===== src/rtl/dram_bank_sched_fsm.sv =====
// dram_bank_sched_fsm: one-request-at-a-time DRAM command sequencer.
// Tracks the open row of every bank and issues ACT/RD/WR/PRE/PREA/REF over a
// req/ack command handshake. Refresh is folded in only when the FSM is idle.
// Optional build macro CLOSED_PAGE_EN: every burst is followed by a PRE of
// its bank, so no row stays open between requests.
// NUMBER_OF_BANKS and NUMBER_OF_COLS are expected to be powers of two; column
// wrap-around relies on the natural CW-bit overflow.
module dram_bank_sched_fsm #(
  parameter int NUMBER_OF_BANKS = 8,
  parameter int NUMBER_OF_ROWS  = 128,
  parameter int NUMBER_OF_COLS  = 8,
  parameter int BURST_LEN       = 4,
  localparam int BW = $clog2(NUMBER_OF_BANKS),
  localparam int RW = $clog2(NUMBER_OF_ROWS),
  localparam int CW = $clog2(NUMBER_OF_COLS)
) (
  input  logic                       clk,
  input  logic                       rst_b,
  input  logic                       req_val,
  output logic                       req_rdy,
  input  logic                       req_we,
  input  logic [BW-1:0]              bank_id,
  input  logic [RW-1:0]              row_id,
  input  logic [CW-1:0]              col_id,
  input  logic                       refresh_flag,
  output logic                       cmd_req,
  input  logic                       cmd_ack,
  output logic [2:0]                 cmd,
  output logic [BW-1:0]              cmd_bank,
  output logic [RW-1:0]              cmd_row,
  output logic [CW-1:0]              cmd_col,
  output logic                       burst_done,
  output logic                       refresh_done,
  output logic [NUMBER_OF_BANKS-1:0] open_mask
);

  typedef enum logic [2:0] {
    CMD_NOP  = 3'b000,
    CMD_ACT  = 3'b001,
    CMD_RD   = 3'b010,
    CMD_WR   = 3'b011,
    CMD_PRE  = 3'b100,
    CMD_PREA = 3'b101,
    CMD_REF  = 3'b110
  } cmd_e;

  typedef enum logic [2:0] {
    S_IDLE, S_DECODE, S_PRE, S_ACT, S_COL, S_PREA, S_REF
  } state_e;

`ifdef CLOSED_PAGE_EN
  localparam bit CLOSED_PAGE = 1'b1;
`else
  localparam bit CLOSED_PAGE = 1'b0;
`endif

  localparam logic [CW-1:0] LAST_BEAT = CW'(BURST_LEN - 1);

  state_e                     state_q, state_d;
  logic [BW-1:0]              req_bank_q, req_bank_d;
  logic [RW-1:0]              req_row_q, req_row_d;
  logic [CW-1:0]              req_col_q, req_col_d;
  logic                       req_we_q, req_we_d;
  logic                       pend_q, pend_d;       // request accepted alongside a refresh
  logic                       closing_q, closing_d; // PRE that ends a closed-page burst
  logic [CW-1:0]              beat_q, beat_d;
  logic [NUMBER_OF_BANKS-1:0] open_mask_q, open_mask_d;
  logic [RW-1:0]              open_row_q [NUMBER_OF_BANKS];
  logic                       row_we;

  logic                       req_rdy_q, req_rdy_d;
  logic                       cmd_req_q, cmd_req_d;
  cmd_e                       cmd_q, cmd_d;
  logic [BW-1:0]              cmd_bank_q, cmd_bank_d;
  logic [RW-1:0]              cmd_row_q, cmd_row_d;
  logic [CW-1:0]              cmd_col_q, cmd_col_d;
  logic                       burst_done_q, burst_done_d;
  logic                       refresh_done_q, refresh_done_d;

  logic accept, acked, refresh_go, row_hit;

  assign accept     = req_val && req_rdy_q;
  assign acked      = cmd_req_q && cmd_ack;
  // The cycle that shows refresh_done may still see the old refresh_flag level.
  assign refresh_go = refresh_flag && !refresh_done_q;
  assign row_hit    = open_mask_q[req_bank_q] && (open_row_q[req_bank_q] == req_row_q);

  // Next-state, bank-tracking and registered-output computation.
  always_comb begin
    // NOTE: every _d gets a default first so no path leaves it unassigned,
    // which keeps this block free of inferred latches.
    state_d        = state_q;
    req_bank_d     = req_bank_q;
    req_row_d      = req_row_q;
    req_col_d      = req_col_q;
    req_we_d       = req_we_q;
    pend_d         = pend_q;
    closing_d      = closing_q;
    beat_d         = beat_q;
    open_mask_d    = open_mask_q;
    row_we         = 1'b0;
    burst_done_d   = 1'b0;
    refresh_done_d = 1'b0;

    unique case (state_q)
      S_IDLE: begin
        beat_d = '0;
        if (accept) begin
          req_bank_d = bank_id;
          req_row_d  = row_id;
          req_col_d  = col_id;
          req_we_d   = req_we;
        end
        if (refresh_go) begin
          pend_d  = pend_q || accept;
          state_d = (open_mask_q != '0) ? S_PREA : S_REF;
        end else if (accept || pend_q) begin
          pend_d  = 1'b0;
          state_d = S_DECODE;
        end
      end
      S_DECODE: begin
        beat_d    = '0;
        closing_d = 1'b0;
        if (!open_mask_q[req_bank_q]) state_d = S_ACT;
        else if (row_hit)             state_d = S_COL;
        else                          state_d = S_PRE;
      end
      S_PRE: begin
        if (acked) begin
          open_mask_d[req_bank_q] = 1'b0;
          if (closing_q) begin
            closing_d    = 1'b0;
            burst_done_d = 1'b1;
            state_d      = S_IDLE;
          end else begin
            state_d = S_ACT;
          end
        end
      end
      S_ACT: begin
        if (acked) begin
          open_mask_d[req_bank_q] = 1'b1;
          row_we  = 1'b1;
          beat_d  = '0;
          state_d = S_COL;
        end
      end
      S_COL: begin
        if (acked) begin
          if (beat_q == LAST_BEAT) begin
            if (CLOSED_PAGE) begin
              closing_d = 1'b1;
              state_d   = S_PRE;
            end else begin
              burst_done_d = 1'b1;
              state_d      = S_IDLE;
            end
          end else begin
            beat_d = beat_q + 1'b1;
          end
        end
      end
      S_PREA: begin
        if (acked) begin
          open_mask_d = '0;
          state_d     = S_REF;
        end
      end
      S_REF: begin
        if (acked) begin
          refresh_done_d = 1'b1;
          state_d        = S_IDLE;
        end
      end
      default: state_d = S_IDLE;
    endcase

    // Outputs are a function of where the FSM is going, so they are valid
    // from the first cycle of each state and hold while the ack is pending.
    cmd_req_d = 1'b1;
    cmd_d     = CMD_NOP;
    unique case (state_d)
      S_PRE:   cmd_d = CMD_PRE;
      S_ACT:   cmd_d = CMD_ACT;
      S_COL:   cmd_d = req_we_d ? CMD_WR : CMD_RD;
      S_PREA:  cmd_d = CMD_PREA;
      S_REF:   cmd_d = CMD_REF;
      default: cmd_req_d = 1'b0;
    endcase
    cmd_bank_d = req_bank_d;
    cmd_row_d  = req_row_d;
    cmd_col_d  = req_col_d + beat_d;
    req_rdy_d  = (state_d == S_IDLE) && !pend_d && (!refresh_flag || refresh_done_d);
  end

  // FSM state, request latch, bank open mask and registered outputs.
  always_ff @(posedge clk or posedge rst_b) begin
    // NOTE: state flops use non-blocking assignments so every flop samples
    // the pre-edge values regardless of statement order.
    if (rst_b) begin
      state_q        <= S_IDLE;
      req_bank_q     <= '0;
      req_row_q      <= '0;
      req_col_q      <= '0;
      req_we_q       <= 1'b0;
      pend_q         <= 1'b0;
      closing_q      <= 1'b0;
      beat_q         <= '0;
      open_mask_q    <= '0;
      req_rdy_q      <= 1'b0;
      cmd_req_q      <= 1'b0;
      cmd_q          <= CMD_NOP;
      cmd_bank_q     <= '0;
      cmd_row_q      <= '0;
      cmd_col_q      <= '0;
      burst_done_q   <= 1'b0;
      refresh_done_q <= 1'b0;
    end else begin
      state_q        <= state_d;
      req_bank_q     <= req_bank_d;
      req_row_q      <= req_row_d;
      req_col_q      <= req_col_d;
      req_we_q       <= req_we_d;
      pend_q         <= pend_d;
      closing_q      <= closing_d;
      beat_q         <= beat_d;
      open_mask_q    <= open_mask_d;
      req_rdy_q      <= req_rdy_d;
      cmd_req_q      <= cmd_req_d;
      cmd_q          <= cmd_d;
      cmd_bank_q     <= cmd_bank_d;
      cmd_row_q      <= cmd_row_d;
      cmd_col_q      <= cmd_col_d;
      burst_done_q   <= burst_done_d;
      refresh_done_q <= refresh_done_d;
    end
  end

  // Open-row storage, written when an ACT is acked.
  always_ff @(posedge clk) begin
    // NOTE: the row array is deliberately not reset; an entry is only read
    // when its open_mask bit is set, and that mask is reset.
    if (row_we) open_row_q[req_bank_q] <= req_row_q;
  end

  assign req_rdy      = req_rdy_q;
  assign cmd_req      = cmd_req_q;
  assign cmd          = cmd_q;
  assign cmd_bank     = cmd_bank_q;
  assign cmd_row      = cmd_row_q;
  assign cmd_col      = cmd_col_q;
  assign burst_done   = burst_done_q;
  assign refresh_done = refresh_done_q;
  assign open_mask    = open_mask_q;

endmodule


===== config.mk =====
export PLATFORM = sky130hd
export DESIGN_NAME = dram_bank_sched_fsm
export DESIGN_NICKNAME = d
export VERILOG_FILES = /design/src/rtl/dram_bank_sched_fsm.sv
export SDC_FILE = /design/constraint.sdc
export NUM_CORES = 1
export LEC_CHECK = 0
export ABC_CLOCK_PERIOD_IN_PS = 3580
export CAP_MARGIN = 10
export CORE_MARGIN = 2
export CORE_UTILIZATION = 35
export CTS_CLUSTER_DIAMETER = 40
export DETAILED_ROUTE_END_ITERATION = 8
export GPL_TIMING_DRIVEN = 0
export HOLD_SLACK_MARGIN = 0.15
export PLACE_DENSITY = 0.6
export SLEW_MARGIN = 10
export SYNTH_ARGS = -nofsm -noshare
export SYNTH_HDL_FRONTEND = slang
export SYNTH_SLANG_ARGS = --single-unit

===== constraint.sdc =====
create_clock -name clk -period 3.58 [get_ports clk]
set_clock_uncertainty 0.05 [all_clocks]
set_input_delay 0.895 -clock clk [delete_from_list [all_inputs] [get_ports clk]]
set_output_delay 0.895 -clock clk [all_outputs]
set_load 0.03 [all_outputs]

After elaboration in Yosys (flattened, before gate mapping)
Memory sizes are Yosys's and may differ from the RTL's.
Index checks and enable logic that the tools add are counted.
{"block": "word_totals", "regBits": 40, "ram_bits": 56, "out_inout_bits": 28, "word_cells": 108, "memories": 1}
{"block": "classes", "add_sub_neg": 2, "n_lt_le_gt_ge": 2, "eq_ne": 16, "mux": 47, "bitwise_logic": 3, "n_reduce_logical": 22}
{"memory": "open_row_q", "depth": 8, "width": 7, "read_ports": 1, "rd_ports_with_merged_regs": 0, "write_ports": 1, "line": "68", "text": "logic [RW-1:0] open_row_q [NUMBER_OF_BANKS];"}
{"cell": "two-way mux 3 bit", "n": 15}
{"cell": "two-way mux 8 bit", "n": 3}
{"cell": "case mux 8 bit (3 select lines)", "n": 1}
{"cell": "case mux 3 bit (7 select lines)", "n": 1}
{"cell": "two-way mux 1 bit", "n": 19}
{"cell": "== test 3 bit, second input constant", "n": 6}
{"cell": "== test 3 x 2 -> 1 bit, second input constant", "n": 5}
{"cell": "case mux 3 bit (5 select lines)", "n": 1}
{"cell": "case mux 3 bit (3 select lines)", "n": 1}
{"cell": "bitwise AND 8 bit", "n": 1}
{"cell": "NOT 8 bit", "n": 1}
{"cell": "OR 8 bit", "n": 1}
{"cell": "nonzero test 8 bit", "n": 1}
{"cell": "== test 7 bit", "n": 1}
{"cell": "logical AND 1 bit", "n": 7}
{"cell": "logical NOT 3 bit", "n": 2}
{"cell": "!= test 2 bit, second input constant", "n": 3}
{"cell": "OR reduction 5 bit", "n": 1}
{"cell": "less-than comparator 3 x 4 -> 1 bit, second input constant", "n": 1}
{"cell": "two-way mux 2 bit", "n": 2}
{"cell": "case mux 1 bit (2 select lines)", "n": 2}
{"cell": "AND reduction 2 bit", "n": 2}
{"cell": "AND reduction 4 bit", "n": 1}
{"cell": "adder 3 x 1 -> 3 bit, second input constant", "n": 1}
{"cell": "10 further kinds", "n": 13}

Longest topological paths before layout
Gate-level depths: netlist of the first run.
{"block": "depth", "ltp_word": 9, "depth_mapped": 9, "mapped_depth_nobuf": 9}

Worst setup path before layout of the first run
No wires, ideal clock.
{"block": "synth_timing", "kind": "input -> register", "start": "in req_val", "end": "reg cmd_col_q[2], in the netlist cmd_col[2]", "arrival_ps": 2855, "slack_ps": 595, "stages": 8, "n_path_buf": 2, "cell_sequence": "and3_1 > clkbuf_1 > clkbuf_1 > mux2_2 > ha_1 > fa_1 > xnor2_1 > xnor2_1"}
{"block": "synth_via", "elab_chain_cells": 4}
{"element": "start, declared", "line": "19", "text": "input logic req_val,"}
{"element": "logical AND 1 bit", "line": "82", "text": "assign accept = req_val && req_rdy_q;"}
{"element": "two-way mux 3 bit", "line": "108", "text": "if (accept) begin"}
{"element": "two-way mux 3 bit", "line": "105", "text": "unique case (state_q)"}
{"element": "named net req_col_d[0]", "line": "62", "text": "logic [CW-1:0] req_col_q, req_col_d;"}
{"element": "adder 3 bit", "line": "193", "text": "cmd_col_d = req_col_d + beat_d;"}
{"element": "named net cmd_col_d[2]", "line": "76", "text": "logic [CW-1:0] cmd_col_q, cmd_col_d;"}
{"element": "end signal, assigned", "line": "234", "text": "cmd_col_q <= cmd_col_d;"}
{"element": "end, declared", "line": "76"}
The timed path passes the listed nets, and every way through them passes these cells.
A chain may end at the register's enable or synchronous reset.

Final worst setup path of the first run
Same ends and word-level chain as after synthesis.

==> metrics.md, run 1 <==
| Metric | Value |
|---|---|
| Most Frequent Cell on Critical Path | xnor2_1 |
| Iteration count of the initial detailed-routing pass | 6 |
| WS Path Type | in2reg |
| Peak supply drop | just under 0.0004 V |
| Initial antenna violation count | 0 |
| Via count | ~2600 |
| Yosys reg bits | 95 |
| Largest net degree at the start of global routing | 33 |
| Fin crit share | between 90% and 100% |
| Worst Path Required | ~3800 ps |
| GR Util All Layers | between 10 and 15% |
| Setup ws final | roughly 170 ps |
| Count leader, synth | edfxtp_1 |
| Tot Pwr | slightly above 4 mW |
| Crit path largest cell delay | between 400 and 500 ps |
| Fmax achieved | approximately 290 MHz |
| Worst r2r path cells | 9 |
| Final min period | between 3000 and 4000 ps |
| Clock-pin slew on the worst setup and hold paths | about 60 ps |
| Crit-path leading delay family | buffers and inverters |
| Slew headroom | ~43% |
| First-pass GRT wire length | approximately 14 mm |
| Core Util, Final | about 45% |
| DP HPWL | around 6.0 mm |
| CTS Buf Count | 9 |
| Largest cells by area after synthesis | edfxtp_1, dfrtp_1, mux2i_1, mux2_2, mux4_1 |
| Worst Tran Pin Value | between 800 and 900 ps |
| Mapped Nets | approximately 320 |
| WL final | 8.527 mm |
| Synthesized area | ~4200 sq um |
| Clk sink count | 95 |
| Iter 0 DRT Violations | 160 |
| Sequential fraction of the synthesis area | between 60% and 70% |
| Dominant cell type by area after synthesis | edfxtp_1 |
| Placed cells | roughly 490 |
| Hold EP | req_we_q |
| Yosys warns | 0 |
| DP Area | 4835 sq um |
| Overflow left after global routing | 0 |
| Post-synth EDFFs | 56 |
| Post-CTS sizing | 1 |
| Remaining antenna violation count after routing | 0 |
| Unrepaired setup endpoints after global routing | false |
| Max-slew violations | 0 |
| Finished layout cell area | 5200 sq um |
| Max clock buf depth | 2 |
| Crit path DAT | approximately 3600 ps |
| GPL Wtd Cong | 0.8534 |
| TritonCTS clock tree | done |
| WL per Instance | ~17 microns |
| Max-cap viol count | 0 |
| Number of buffers added for setup after CTS | 0 |
| Initial Utilization | a little over a third |
| Layout Nets | around 380 |
| Final Hold Viols | 0 |
| Main flop type after synthesis | edfxtp_1 |
| Die width | roughly 110 microns |
| Crit Path Max Fanout | 10 |
| Distinct cells, synth | 47 |
| Chip Height | approximately 110 microns |
| Leakage power | a little under 2 nW |
| Reg-to-Reg Start | state_q[2] |
| DR DRC count | 3 |
| Synth Instances | between 200 and 300 |
| Critical-path cell list | clkdlybuf4s50_1 -> and3_1 -> clkbuf_1 -> clkbuf_2 -> mux2_2 -> ha_1 -> fa_1 -> xnor2_1 -> xnor2_1 |
| Cell Pwr Density | approximately 790 nW/um^2 |
| Worst min path class | reg2reg |
| Area growth from synthesis to layout | 24.84% |
| Mean Syn Cell Area | 14.12 sq um |
| Post-synth top cells | edfxtp_1, dfrtp_1, mux2i_1 |
| Failing checks | design-rule violations |
| Worst skew pair latency | roughly 340 ps |
| Share of the synthesized area in the top cell type | roughly two fifths |
| # IOs | between 40 and 50 |
| Setup TNS | 0 ps |
| CP endpoint kind | flop |
| Reg2reg end | cmd_col[2] |
| Vias in the first global route | 2549 |
| Setup WS pre-CTS | -510.4 ps |
| Layout cell share with drive strength beyond 1 | about an eighth |
| Rows | 39 |
| Status | finished, violations left |
| FFs w/ async S/R, synth | 41.05% |
| Inserted Diodes | 0 |
| Post-CTS Hold Buffers | 0 |
| Worst Path Buf+Inv | 3 |
| Fillers | ~1100 |
| FF-to-FF setup slack | between 400 and 500 ps |
| Port bufs | 46 |
| # H-tree levels | 3 |
| Critical path's slowest cell | clkdlybuf4s50_1 |
| Via density per instance | roughly 5.2 |
| Setup crit start kind | input port |
| Core area | ~12000 sq um |
| # setup viols final | 0 |
| Hold Slack | 449.2 ps |
| CTS root buf | clkbuf_16 |
| Final Non-Filler Cells | 501 |
| Hold Path Stages | 1 |
| HP Start | req_we_q |
| Full die area | 12790 sq um |
## sequential cells by signal (all words and copies together) (netlist names)
| register | cells |
|---|---|
| cmd_req | 1 |
| req_col_q | 3 |
| req_rdy | 1 |
| req_we_q | 1 |
| cmd | 3 |
| state_q | 3 |
| cmd_col | 3 |
| pend_q | 1 |
| open_mask | 8 |
| cmd_bank | 3 |
| refresh_done | 1 |
| cmd_row | 7 |
| burst_done | 1 |
| open_row_q | 56 |
| beat_q | 3 |
## cell usage in the layout (no fill, tap or decap), types with 2 or more instances in the layout
cell	instances
and3_1	2
mux4_2	2
nor3_2	2
edfxtp_1	56
dfrtp_1	39
nand2_1	24
nor2_1	14
o22ai_1	2
bufinv_16	4
clkbuf_16	9
inv_1	5
buf_4	2
buf_2	2
a221oi_1	2
mux2i_1	29
mux2_2	14
buf_12	2
a21oi_1	9
mux4_1	5
buf_6	2
ha_1	2
nand3_1	10
nand2b_1	5
clkdlybuf4s50_1	46
xor2_1	2
nor2b_1	5
xnor2_1	3
nor4_1	3
a21o_1	3
clkbuf_1	9
nor3_1	3
and2_1	2
o31ai_1	2
a22oi_1	7
o21ai_0	11
## power by group
group          internal, mW  switching [mW]
clock network         0.758           0.393
registers              1.39           0.168
logic                 0.624           0.770
total                  2.77            1.33
## layer usage
metal  track usage [%]  wire length (microns)  vias up
met4             6.911                    168        0
met5                 0                      0        -
met1             20.23                   3989     1273
li1                  -                      -     1228
met2             21.48                   4027       71
met3             2.999                    342       12
## how the worst max path moves through the flow
stage	from	to	slack [ps]	cells after the start
2_1_floorplan	req_val	cmd_col[2]	590	8
3_3_place_gp	req_val	cmd_col[2]	-480	9
3_5_place_dp	req_val	cmd_col[2]	-510	9
4_1_cts	req_val	cmd_col[2]	120	9
5_1_grt	req_val	cmd_col[2]	8	9
6_report	req_val	cmd_col[2]	170	9
## cells by family (layout without fill, tap and decap cells)
kind of cell	Yosys count	after routing	share of synthesized area [%]
adder cells (fa/ha/maj)	3	3	1.081
AND/OR/NAND/NOR	76	76	8.952
buffers and inverters	21	84	2.884
multiplexers	50	50	14.99
XOR/XNOR	5	5	1.052
flip-flops	95	95	63.80
AO/OA/AOI/OAI	45	45	7.239
## area by class of cell
type,instances,area [sq um],share of cell area (%)
inverter,6,22.52,0.4331
timing repair buffer,47,480.5,9.240
sequential,95,2658,51.11
tap,143,178.9,3.441
buffer,15,98.84,1.901
clock inverter,5,131.4,2.526
multi-input combinational,179,1398,26.88
clock buffer,11,232.7,4.475
Power figures use the tool's default switching activity.
==> run 2: changes to the inputs <==
- RECOVER_POWER: unset -> 50
==> metrics.md, run 2 (synthesized netlist as in run 1, its figures left out) <==
| Metric | Value |
|---|---|
| Status | finished, violations left |
| Failing checks | design-rule violations, max-capacitance violations, max-slew violations |
| Iteration count of the initial detailed-routing pass | 6 (unchanged) |
| Finished layout cell area | 5184 sq um (-0.31%) |
| Final Hold Viols | 0 (unchanged) |
| Setup TNS | 0 ps (unchanged) |
| Post-CTS Hold Buffers | 0 (unchanged) |
| Reg2reg end | cmd_col[2] |
| Via count | 2583 (-0.039%) |
| Overflow left after global routing | 0 (unchanged) |
| Worst Path Required | 3790 ps (about the same) |
| Cell Pwr Density | 790.3 nW/um^2 (+0.19%) |
| Hold Path Stages | 1 (unchanged) |
| Crit Path Max Fanout | 10 (unchanged) |
| Crit path largest cell delay | 490 ps (about the same) |
| Setup crit start kind | input port |
| Fmax achieved | 292.8 MHz (-0.23%) |
| Initial antenna violation count | 0 (unchanged) |
| Crit path DAT | 3620 ps (about the same) |
| Area growth from synthesis to layout | 24.45% |
| # setup viols final | 0 (unchanged) |
| Unrepaired setup endpoints after global routing | false |
| DP HPWL | 5.978 mm (unchanged) |
| WL per Instance | 17.04 microns (+0.12%) |
| Critical path's slowest cell | clkdlybuf4s50_1 |
| DP Area | 4835 sq um (unchanged) |
| CTS Buf Count | 9 (unchanged) |
| TritonCTS clock tree | done |
| CP endpoint kind | flop |
| Switch Pwr | 1.331 mW (about the same) |
| Vias in the first global route | 2549 (unchanged) |
| DR DRC count | 3 (unchanged) |
| Final Non-Filler Cells | 501 (unchanged) |
| # IOs | 47 (unchanged) |
| Clk network pwr share | 28.2% (about the same) |
| Worst Tran Pin Value | 1779 ps (+924.5 ps) |
| Number of flip-flops in the largest register | 56 (unchanged) |
| Final min period | 3415 ps (+7.855 ps) |
| Worst skew pair latency | 340 ps (about the same) |
| Setup WS pre-CTS | -510.4 ps (unchanged) |
| Largest net degree at the start of global routing | 33 (unchanged) |
| Logic gate share of total power | 33.8% (-0.2 points) |
| Max clock buf depth | 2 (unchanged) |
| Port bufs | 46 (unchanged) |
| Tot Pwr | 4.097 mW (-0.12%) |
| Remaining antenna violation count after routing | 0 (unchanged) |
| Clk sink count | 95 (unchanged) |
| Critical-path cell list | clkdlybuf4s50_1 -> and3_1 -> clkbuf_1 -> clkbuf_2 -> mux2_2 -> ha_1 -> fa_1 -> xnor2_1 -> xnor2_1 |
| Inserted Diodes | 0 (unchanged) |
| Hold EP | req_col_q[2] |
| Max-cap viol count | 1 (+1) |
| Iter 0 DRT Violations | 147 (-8.1%) |
| WS Path Type | in2reg |
| Core area | 11520 sq um (unchanged) |
| Leading cell type in the layout, fill and taps excluded | edfxtp_1 |
| Largest Register | open_row_q |
| Fin crit share | 95.40% (+0.22 points) |
| Clock-pin slew on the worst setup and hold paths | 60 ps (about the same) |
| Die width | 113.1 microns (unchanged) |
| Reg-to-Reg Start | state_q[2] |
| Full die area | 12790 sq um (unchanged) |
| Commonest cells after routing, fill and taps aside | edfxtp_1, clkdlybuf4s50_1, dfrtp_1 |
| Leakage power | 1.950 nW (-0.17%) |
| Layout cell share with drive strength beyond 1 | 12.01% (-0.84 points) |
| FF-to-FF setup slack | 440 ps (about the same) |
| Peak supply drop | 0.0003880 V (about the same) |
| Placed cells | 485 (unchanged) |
| GR Util All Layers | 14.41% (unchanged) |
| Crit-path leading delay family | buffers and inverters |
| Initial Utilization | 36.17% (unchanged) |
| Layout Nets | 375 (unchanged) |
| # H-tree levels | 3 (unchanged) |
| WL final | 8.537 mm (+0.12%) |
| Worst r2r path cells | 9 (unchanged) |
| Internal power | 2.766 mW (-0.17%) |
| CTS root buf | clkbuf_16 |
| GPL Wtd Cong | 0.8534 (unchanged) |
| Rows | 39 (unchanged) |
| Via density per instance | 5.156 (about the same) |
| Number of buffers added for setup after CTS | 0 (unchanged) |
| Sw frac | 32.49% (+0.036 points) |
| Worst min path class | reg2reg |
| Setup ws final | 164.8 ps (-7.855 ps) |
| Worst Path Buf+Inv | 3 (unchanged) |
| Max-slew violations | 33 (+33) |
| Chip Height | 113.1 microns (unchanged) |
| Slew headroom | -18.60% (-61 points) |
| Most Frequent Cell on Critical Path | xnor2_1 |
| Seq pwr share | 38.0% (about the same) |
| First-pass GRT wire length | 13.85 mm (unchanged) |
| HP Start | req_col_q[2] |
-- run 2: metal layers --
metal / routed length, microns / vias to the layer above / GRT usage (%)
li1: - / 1229 / -
met1: 3967 / 1284 / 20.23
met2: 4079 / 57 / 21.48
met3: 333 / 13 / 2.999
met4: 157 / 0 / 6.911
met5: 0 / - / 0
-- run 2: through the flow --
step           hold slack (ps)  util [%]
3_3_place_gp             437.8     41.72
2_1_floorplan            422.4         -
5_1_grt                  469.5     45.01
3_5_place_dp             443.7     41.98
6_report                 448.4     45.01
4_1_cts                  457.4     45.15
-- run 2: final cells by class --
class,instances,area (sq um)
fillers,1053,6332
flip-flops and latches,95,2658
inverters,6,22.52
clock inverters,5,131.4
plain buffers,15,98.84
multi-input cells,179,1398
well taps,143,178.9
clock buffers,11,232.7
repair buffers,47,464.2
-- run 2: power by group through the flow --
stage	combinational, mW	sequential (mW)	clock (mW)
floorplan	0.810	1.72	0
global placement	1.38	1.58	0
detailed placement	1.40	1.58	0
CTS	1.41	1.56	1.18
global route	1.51	1.59	1.23
finish	1.39	1.56	1.15
-- run 2: timing repair --
action,in CTS,in global routing
gates resized for setup,1,0
endpoints found under the setup margin,1,0
endpoints found under the hold margin,0,0
-- run 2: worst max path at each step --
stage	startpoint	to	slack (ps)	cells past startpoint
3_3_place_gp	req_val	cmd_col[2]	-480	9
3_5_place_dp	req_val	cmd_col[2]	-510	9
6_report	req_val	cmd_col[2]	160	9
4_1_cts	req_val	cmd_col[2]	120	9
2_1_floorplan	req_val	cmd_col[2]	590	8
5_1_grt	req_val	cmd_col[2]	7	9
